`config.mk`:
```
export PLATFORM = sky130hd
export DESIGN_NAME = rename_stage
export DESIGN_NICKNAME = d
export VERILOG_FILES = /design/src/rtl/rename_stage.sv
export SDC_FILE = /design/constraint.sdc
export NUM_CORES = 1
export LEC_CHECK = 0
export ABC_AREA = 1
export CAP_MARGIN = 15
export CORE_ASPECT_RATIO = 1.1
export CORE_UTILIZATION = 25
export CTS_BUF_LIST = sky130_fd_sc_hd__clkbuf_8
export CTS_CLUSTER_DIAMETER = 60
export DETAILED_ROUTE_END_ITERATION = 8
export PLACE_DENSITY_LB_ADDON = 0.08
export SYNTH_ARGS = -nofsm -noshare
export SYNTH_HDL_FRONTEND = slang
export SYNTH_SLANG_ARGS = --single-unit
```
`constraint.sdc`:
```
create_clock -name clk_i -period 54.2 [get_ports clk_i]
set_input_delay 10.84 -clock clk_i [delete_from_list [all_inputs] [get_ports clk_i]]
set_output_delay 10.84 -clock clk_i [all_outputs]
set_load 0.01 [all_outputs]
```
`src/rtl/rename_stage.sv`:
```
// Single-issue register rename stage: speculative map table, free-list pops and
// branch checkpoints (map snapshot + free-list head) with misprediction recovery.
module rename_stage #(
    parameter int unsigned PHYSREG = 128,
    parameter int unsigned AREG    = 32,
    parameter int unsigned NCHKPT  = 4,
    localparam int unsigned PREG_W = $clog2(PHYSREG),
    localparam int unsigned AREG_W = $clog2(AREG),
    localparam int unsigned CK_W   = $clog2(NCHKPT)
) (
    input  logic              clk_i,
    input  logic              rst_i,

    input  logic              dec_valid_i,
    output logic              dec_ready_o,
    input  logic [AREG_W-1:0] dec_rs1_i,
    input  logic [AREG_W-1:0] dec_rs2_i,
    input  logic [AREG_W-1:0] dec_rd_i,
    input  logic              dec_rd_we_i,
    input  logic              dec_branch_i,

    output logic              fl_alloc_en_o,
    input  logic              fl_alloc_done_i,
    input  logic [PREG_W-1:0] fl_alloc_index_i,
    input  logic              fl_empty_i,
    input  logic [PREG_W-1:0] fl_chkpt_head_i,
    input  logic [PREG_W-1:0] fl_chkpt_tail_i,
    input  logic [PREG_W:0]   fl_chkpt_free_count_i,
    output logic              fl_recover_o,
    output logic [PREG_W-1:0] fl_recover_head_o,
    output logic [PREG_W-1:0] fl_recover_tail_o,
    output logic [PREG_W:0]   fl_recover_free_count_o,

    output logic              ren_valid_o,
    input  logic              ren_ready_i,
    output logic [PREG_W-1:0] ren_prs1_o,
    output logic [PREG_W-1:0] ren_prs2_o,
    output logic [PREG_W-1:0] ren_prd_o,
    output logic [PREG_W-1:0] ren_old_prd_o,
    output logic              ren_rd_we_o,
    output logic              ren_chkpt_valid_o,
    output logic [CK_W-1:0]   ren_chkpt_id_o,

    input  logic              recover_i,
    input  logic [CK_W-1:0]   recover_id_i,
    input  logic              release_i
);

    logic [PREG_W-1:0] map_tbl   [AREG];
    logic [PREG_W-1:0] map_next  [AREG];
    logic [PREG_W-1:0] snap_map  [NCHKPT][AREG];
    logic [PREG_W-1:0] snap_head [NCHKPT];

    logic [CK_W-1:0] ck_head, ck_tail;
    logic [CK_W:0]   ck_count;
    logic [CK_W-1:0] ck_head_n, ck_tail_n;
    logic [CK_W:0]   ck_count_n;

    logic            need_alloc;
    logic            ckpt_full;
    logic            fire;
    logic            ck_push;
    logic            rel_ok;
    logic [CK_W-1:0] rec_dist;
    logic [CK_W:0]   rec_count;
    logic [PREG_W-1:0] rec_gap;

    assign need_alloc = dec_rd_we_i && (dec_rd_i != '0);
    assign ckpt_full  = (ck_count == (CK_W+1)'(NCHKPT));

    assign dec_ready_o = !recover_i
                      && (!ren_valid_o || ren_ready_i)
                      && !(need_alloc && fl_empty_i)
                      && !(dec_branch_i && ckpt_full);

    assign fire          = dec_valid_i && dec_ready_o;
    assign fl_alloc_en_o = fire && need_alloc;
    assign ck_push       = fire && dec_branch_i;

    // Age of the recovered slot relative to the oldest live checkpoint.
    assign rec_dist  = recover_id_i - ck_head;
    assign rec_count = (CK_W+1)'(rec_dist) + (CK_W+1)'(1);

    // Release is measured against the slots that exist before this cycle's push.
    assign rel_ok = release_i && (recover_i || (ck_count != '0));

    // Map as it stands after this cycle's allocation; also what a branch snapshots.
    always_comb begin
        for (int i = 0; i < int'(AREG); i++) begin
            map_next[i] = map_tbl[i];
        end
        if (fl_alloc_en_o) begin
            map_next[dec_rd_i] = fl_alloc_index_i;
        end
    end

    always_comb begin
        ck_head_n  = ck_head;
        ck_tail_n  = ck_tail;
        ck_count_n = ck_count;
        if (recover_i) begin
            ck_tail_n  = recover_id_i + CK_W'(1);
            ck_count_n = rec_count;
        end else if (ck_push) begin
            ck_tail_n  = ck_tail + CK_W'(1);
            ck_count_n = ck_count + (CK_W+1)'(1);
        end
        if (rel_ok) begin
            ck_head_n  = ck_head + CK_W'(1);
            ck_count_n = ck_count_n - (CK_W+1)'(1);
        end
    end

    always_ff @(posedge clk_i or posedge rst_i) begin
        if (rst_i) begin
            ck_head  <= '0;
            ck_tail  <= '0;
            ck_count <= '0;
        end else begin
            ck_head  <= ck_head_n;
            ck_tail  <= ck_tail_n;
            ck_count <= ck_count_n;
        end
    end

    always_ff @(posedge clk_i or posedge rst_i) begin
        if (rst_i) begin
            for (int i = 0; i < int'(AREG); i++) begin
                map_tbl[i] <= PREG_W'(i);
            end
        end else if (recover_i) begin
            for (int i = 0; i < int'(AREG); i++) begin
                map_tbl[i] <= snap_map[recover_id_i][i];
            end
        end else begin
            for (int i = 0; i < int'(AREG); i++) begin
                map_tbl[i] <= map_next[i];
            end
        end
    end

    // Snapshot storage needs no reset: a slot is only read after it has been written.
    always_ff @(posedge clk_i) begin
        if (ck_push) begin
            for (int i = 0; i < int'(AREG); i++) begin
                snap_map[ck_tail][i] <= map_next[i];
            end
            snap_head[ck_tail] <= fl_chkpt_head_i + PREG_W'(need_alloc);
        end
    end

    always_ff @(posedge clk_i or posedge rst_i) begin
        if (rst_i) begin
            ren_valid_o       <= 1'b0;
            ren_prs1_o        <= '0;
            ren_prs2_o        <= '0;
            ren_prd_o         <= '0;
            ren_old_prd_o     <= '0;
            ren_rd_we_o       <= 1'b0;
            ren_chkpt_valid_o <= 1'b0;
            ren_chkpt_id_o    <= '0;
        end else if (recover_i) begin
            ren_valid_o <= 1'b0;
        end else if (fire) begin
            ren_valid_o       <= 1'b1;
            ren_prs1_o        <= map_tbl[dec_rs1_i];
            ren_prs2_o        <= map_tbl[dec_rs2_i];
            ren_prd_o         <= need_alloc ? fl_alloc_index_i : '0;
            ren_old_prd_o     <= need_alloc ? map_tbl[dec_rd_i] : '0;
            ren_rd_we_o       <= need_alloc;
            ren_chkpt_valid_o <= dec_branch_i;
            ren_chkpt_id_o    <= dec_branch_i ? ck_tail : '0;
        end else if (ren_ready_i) begin
            ren_valid_o <= 1'b0;
        end
    end

    // Tags popped after the checkpoint go back to the free list; frees are kept.
    assign rec_gap = fl_chkpt_head_i - snap_head[recover_id_i];

    assign fl_recover_o            = recover_i;
    assign fl_recover_head_o       = recover_i ? snap_head[recover_id_i] : '0;
    assign fl_recover_tail_o       = recover_i ? fl_chkpt_tail_i : '0;
    assign fl_recover_free_count_o = recover_i
                                   ? fl_chkpt_free_count_i + (PREG_W+1)'(rec_gap)
                                   : '0;

    a_alloc_done: assert property (@(posedge clk_i) disable iff (rst_i)
        fl_alloc_en_o |-> fl_alloc_done_i);

    a_recover_live: assert property (@(posedge clk_i) disable iff (rst_i)
        recover_i |-> ((CK_W+1)'(rec_dist) < ck_count));

endmodule

```
After elaboration in Yosys (flattened, before gate mapping)
Memories as Yosys holds them, arrays and structs flattened.
Cells that the tools add are included.

word-level totals
  flip-flop bits (word level) = 264
  memory bits (writable) = 924
  input bits = 56
  output and inout bits = 58
  word-level logic and storage cells = 116
  memories kept = 2

operators by class
  add/sub/neg operators = 10
  order comparisons = 4
  equal/unequal tests = 1
  multiplexer cells = 30
  bitwise operators = 4
  reduce and logical (&&, ||, !) cells = 22

memories
  name       words  bits a word  read ports  clocked after memory_dff  wr ports  RTL line  text
  snap_map   4      224          1           0                         1         51        logic [PREG_W-1:0] snap_map [NCHKPT][AREG];
  snap_head  4      7            1           0                         1         52        logic [PREG_W-1:0] snap_head [NCHKPT];

operators with widths
  kind                   count
  $mux W224              2
  $bwmux W224            1
  $bmux W7 S5            3
  $mux W7                11
  $demux W7 S5           1
  $ge A6 B6 Y1 const B   3
  $not A5 Y6             3
  $logic_and A1 B1 Y1    11
  $mux W3                3
  $add A8 B7 Y8          1
  $mux W8                1
  $add A7 B1 Y7          1
  $sub A7 B7 Y7          1
  $add A2 B1 Y2 const B  3
  $lt A6 B1 Y1 const B   1
  $mux W2                3
  $reduce_bool A3 Y1     2
  $mux W1                5
  $reduce_bool A5 Y1     1
  $logic_not A1 Y1       4
  $add A2 B1 Y3 const B  1
  $add A3 B1 Y3 const B  1
  $eq A3 B3 Y1 const B   1
  $sub A3 B1 Y3 const B  1
  5 further kinds        6

Logic depth before layout (Yosys ltp)
  depth after elaboration = 12
  gate-level depth with buffers = 24

Least setup slack after synthesis
OpenSTA, ideal clock, no wires.

  path type = input-to-reg
  from = in recover_i
  to = mem snap_head[0][0] (netlist name) (enable)
  setup time = 1.107 ns
  arrival time = 27.204 ns
  slack = 25.889 ns
  stages on the path = 6
  buffers on the path = 1
  cells stage by stage = clkbuf_1 inv_2 nand2_1 nor2_2 nand4_1 nor3_1

on the way
  word-level cells in the longest chain between the ends = 8

ends and longest elaborated chain
  element                        RTL line  text
  start, declared                44        input logic recover_i,
  $logic_not A1 Y1               71        assign dec_ready_o = !recover_i
  $logic_and A1 B1 Y1            72        && (!ren_valid_o || ren_ready_i)
  $logic_and A1 B1 Y1            73        && !(need_alloc && fl_empty_i)
  $logic_and A1 B1 Y1            74        && !(dec_branch_i && ckpt_full);
  $logic_and A1 B1 Y1            76        assign fire = dec_valid_i && dec_ready_o;
  $logic_and A1 B1 Y1            78        assign ck_push = fire && dec_branch_i;
  $mux W1                        144       if (ck_push) begin
  $mux W1 (not written as such)  148       snap_head[ck_tail] <= fl_chkpt_head_i + PREG_W'(need_alloc);
  end, declared                  52

Every way passes these cells.

Worst setup path in the final report
  from = in recover_id_i[1]
  to = out fl_recover_free_count_o[7]

on the way
  word-level cells in the longest chain between the ends = 4

ends and longest elaborated chain
  element          RTL line  text
  start, declared  45        input logic [CK_W-1:0] recover_id_i,
  $mem_v2 Z4 W7    -
  $sub A7 B7 Y7    179       assign rec_gap = fl_chkpt_head_i - snap_head[recover_id_i];
  $add A8 B7 Y8    185       ? fl_chkpt_free_count_i + (PREG_W+1)'(rec_gap)
  $mux W8          185
  end, declared    32        output logic [PREG_W:0] fl_recover_free_count_o,

Every way passes these cells.

==> flow_summary.ini <==
[sta]
final-hold-violation-count = 0
setup_violations = 0
maxSlewViolCount = 0
fin_setup_tns_ns = 0
hold_ws_ns = 0.481
rsz0062_at_grt = false
max_slew_margin_pct = 21.9
min_period_ns = 25.86
fmax_mhz = 38.7
worst_pin_slew_ns = 1.17
finClkSkew_ns = 0.0544
post-route-period-util_pct = 47.7

[worst_setup_path]
worstReg2RegStart = ck_count[0]
rr_endpoint = snap_map[3][57]
startpoint_type = input pin
slowest_delay_ns = 0.55
worstPathMaxFanout = 90
crit_chain = buf_8 -> inv_8 -> nor2_1 -> o21ai_0 -> nand2_1 -> ha_1 -> inv_1 -> fa_1 -> nand3_1 -> nand2_1 -> nand2_1 -> nand2_1 -> a21oi_1 -> xor2_1 -> ha_1 -> nand2_1 -> a21oi_1 -> a211oi_1 -> nand2_1 -> a21oi_1 -> clkdlybuf4s50_1
end_kind = output pin
startpoint = recover_id_i[1]
crit_type = in2out
critPathArrivalTime_ns = 15.02
reg2reg_depth = 13
critPathRequiredTime_ns = 43.36
regToRegSetupSlack_ns = 49.26
crit_slowest_cell = clkdlybuf4s50_1
critPathCapture = fl_recover_free_count_o[7]
cp_common_cell = nand2_1

[die]
die_w_um = 450
coreArea_mm2 = 0.219
io_pins = 114
num_rows = 180
die_h_um = 495
die_area_mm2 = 0.223
initial_utilization_pct = 25.2

[synth]
syn_inst = 5767
syn-num-nets = 5846
synth_compound_area_share_pct = 16.4
ys_seq_area_share_pct = 62.4
ys_types = 35
synthAdderAreaFrac_pct = 0.548
yosysWarnings = 0
avgSynthCellArea_um2 = 9.58
synth_top_family_by_area = compound AO/OA/AOI/OAI gates
yosys_register_bits = 1188
synthMuxAreaShare_pct = 0
syn-cell-area_mm2 = 0.0552
synthXorXnorAreaFrac_pct = 0.285
synthSimpleGateAreaFrac_pct = 15.9

[grt]
track_usage_pct = 18.7
gr-total-overflow = 0
grt_max_degree = 153
grt_pass1_wl_mm = 305
grt_pass1_vias = 41680
antenna_found_initial = 8

[placed_design]
gp_congestion = 0.793
place_hpwl_mm = 121
portBuffers = 112

[flow_run]
max_cap_viol_count = 0

[clock_network]
clkTransAtPathRegs_ns = 0.06
cts_setup_buffers = 0
cts.sink_count = 1188
clk_latency_ns = 1.00
hold_buffers = 0
clockRootBuffer = clkbuf_8
cts_resized = 0
cts_buffer_depth = 3
numCtsBuffers = 222
cts_tree = built
htree_levels = 4

[finish]
drive_gt1_share_pct = 8.58
nNetsFinal = 5838
syn_to_final_growth_pct = 15.2

[drt]
drc_errors = 0
vias = 43052
routedWlPerCell_um = 23.8
vias_per_cell = 4.85
drt-initial-drc-count = 3267
drtAntennaViolNets = 0
dr.pass1.iters = 8
wirelength_mm = 211

[pwr]
p_per_area_mw_per_mm2 = 36.0
leakagePower_nw = 23.4
ir_drop_uv = 16.4

[run_status]
status = completed

[worst_hold_path]
hold_class = reg2reg
## layer usage
metal	part of all wire, %	track usage, %
met1	45	24.9
met2	48	31.4
met3	4.1	2.42
met4	2.6	5.68
met5	0.014	0
## how the worst min path moves through the flow
| stage | from | to | slack [ns] | depth (start not counted) |
|---|---|---|---|---|
| 2_1_floorplan | ck_head[1] | ck_head[1] | 0.46 | 1 |
| 3_3_place_gp | ren_chkpt_valid_o | ren_chkpt_valid_o | 0.46 | 2 |
| 3_5_place_dp | ren_old_prd_o[5] | ren_old_prd_o[5] | 0.47 | 2 |
| 4_1_cts | ren_chkpt_valid_o | ren_chkpt_valid_o | 0.49 | 2 |
| 5_1_grt | ren_prs2_o[4] | ren_prs2_o[4] | 0.51 | 2 |
| 6_report | ren_chkpt_valid_o | ren_chkpt_valid_o | 0.48 | 2 |
## cell usage in the layout (no fill, tap or decap), types with 6 or more instances in the layout
cell                n
inv_8               6
inv_1             268
nor3_1              6
o22ai_1           231
xor2_1             16
nand2_1          1398
clkinv_1           34
o21ai_0           981
nand3_1           224
ha_1               21
bufinv_16          10
a31oi_1            98
o211ai_1          112
a21oi_1           130
edfxtp_1          924
clkbuf_8          254
clkinv_2           30
o21ai_1            98
buf_4              84
dfrtp_1           184
clkinvlp_4          6
dfstp_2            80
nor2_1            601
buf_12              6
clkdlybuf4s50_1   105
## where the power goes
group	internal, mW	total, mW	leakage [nW]	switching (mW)
combinational	0.0904	0.310	9.41	0.219
clock	0.476	0.891	2.62	0.414
sequential	1.06	1.09	11.4	0.0326
total	1.62	2.29	23.4	0.666
## cell type report
cell class | instances | area, um^2
timing repair buffer | 200 | 1870
inverter | 198 | 779
tap | 2912 | 3640
multi-input combinational | 3949 | 18300
clock buffer | 253 | 3480
sequential | 1188 | 34500
fill | 23022 | 156000
clock inverter | 171 | 1060
antenna | 3 | 7.51
## worst max-delay path: cells and delay by family
| kind | cells | cell delay (ns) |
|---|---|---|
| AND/OR/NAND/NOR | 8 | 0.83 |
| AO/OA/AOI/OAI | 5 | 0.69 |
| adder cells (fa/ha/maj) | 3 | 0.89 |
| XOR/XNOR | 1 | 0.18 |
| buffers and inverters | 4 | 1.55 |
## logic make-up (layout without fill, tap and decap cells)
logic type,Yosys count,count (layout)
xor gates and xnor gates,18,18
other,0,3
buffers and inverters,630,822
DFF,1188,1188
adders and majority gates,23,23
and+or+nand+nor,2249,2249
AOI/OAI and AO/OA,1659,1659
## Yosys cell counts
master / n / area share (%)
nand2_1: 1399 / 9.5
o21ai_0: 982 / 8.9
edfxtp_1: 924 / 50
nor2_1: 604 / 4.1
clkbuf_1: 341 / 2.3
o22ai_1: 231 / 2.6
nand3_1: 224 / 2.0
inv_1: 193 / 1.3
dfrtp_1: 184 / 8.3
a21oi_1: 130 / 1.2
o211ai_1: 112 / 1.5
a31oi_1: 98 / 1.1
o21ai_1: 97 / 0.88
dfstp_2: 80 / 3.8
buf_1: 41 / 0.28
buf_4: 27 / 0.37
buf_2: 23 / 0.21
ha_1: 21 / 0.48
xor2_1: 16 / 0.25
nor3_1: 8 / 0.072
a32o_1: 5 / 0.091
inv_2: 5 / 0.034
nand4_1: 3 / 0.034
nor2_2: 3 / 0.034
fa_1: 2 / 0.072
nand3_2: 2 / 0.036
nor2_4: 2 / 0.041
or2_2: 2 / 0.023
xnor2_1: 2 / 0.032
a211oi_1: 1 / 0.014
and2_1: 1 / 0.011
nand3_4: 1 / 0.032
o211a_1: 1 / 0.018
o21bai_1: 1 / 0.014
o22a_1: 1 / 0.016
## per-stage QoR
| stage | util (%) | std cells | cell area (um^2) | total power, mW | setup WS [ns] |
|---|---|---|---|---|---|
| global placement | 27.0 | 8447 | 59100 | 1.42 | 28.16 |
| finish | 29.0 | 8874 | 63600 | 2.29 | 28.34 |
| detailed placement | 27.0 | 8447 | 59100 | 1.42 | 28.23 |
| global route | 29.0 | 8872 | 63600 | 2.40 | 27.85 |
| floorplan | - | 5767 | 55200 | 1.29 | 25.89 |
| CTS | 29.0 | 8871 | 63600 | 2.33 | 28.23 |
## state kept, by name (all words and copies together) (netlist names)
name and flops:
map_tbl 224, ren_prd_o 7, snap_map 896, ren_old_prd_o 7
ren_prs1_o 7, ren_chkpt_valid_o 1, ren_valid_o 1, snap_head 28
ck_tail 2, ck_head 2, ck_count 3, ren_prs2_o 7
ren_rd_we_o 1, ren_chkpt_id_o 2
Power figures use the tool's default switching activity.
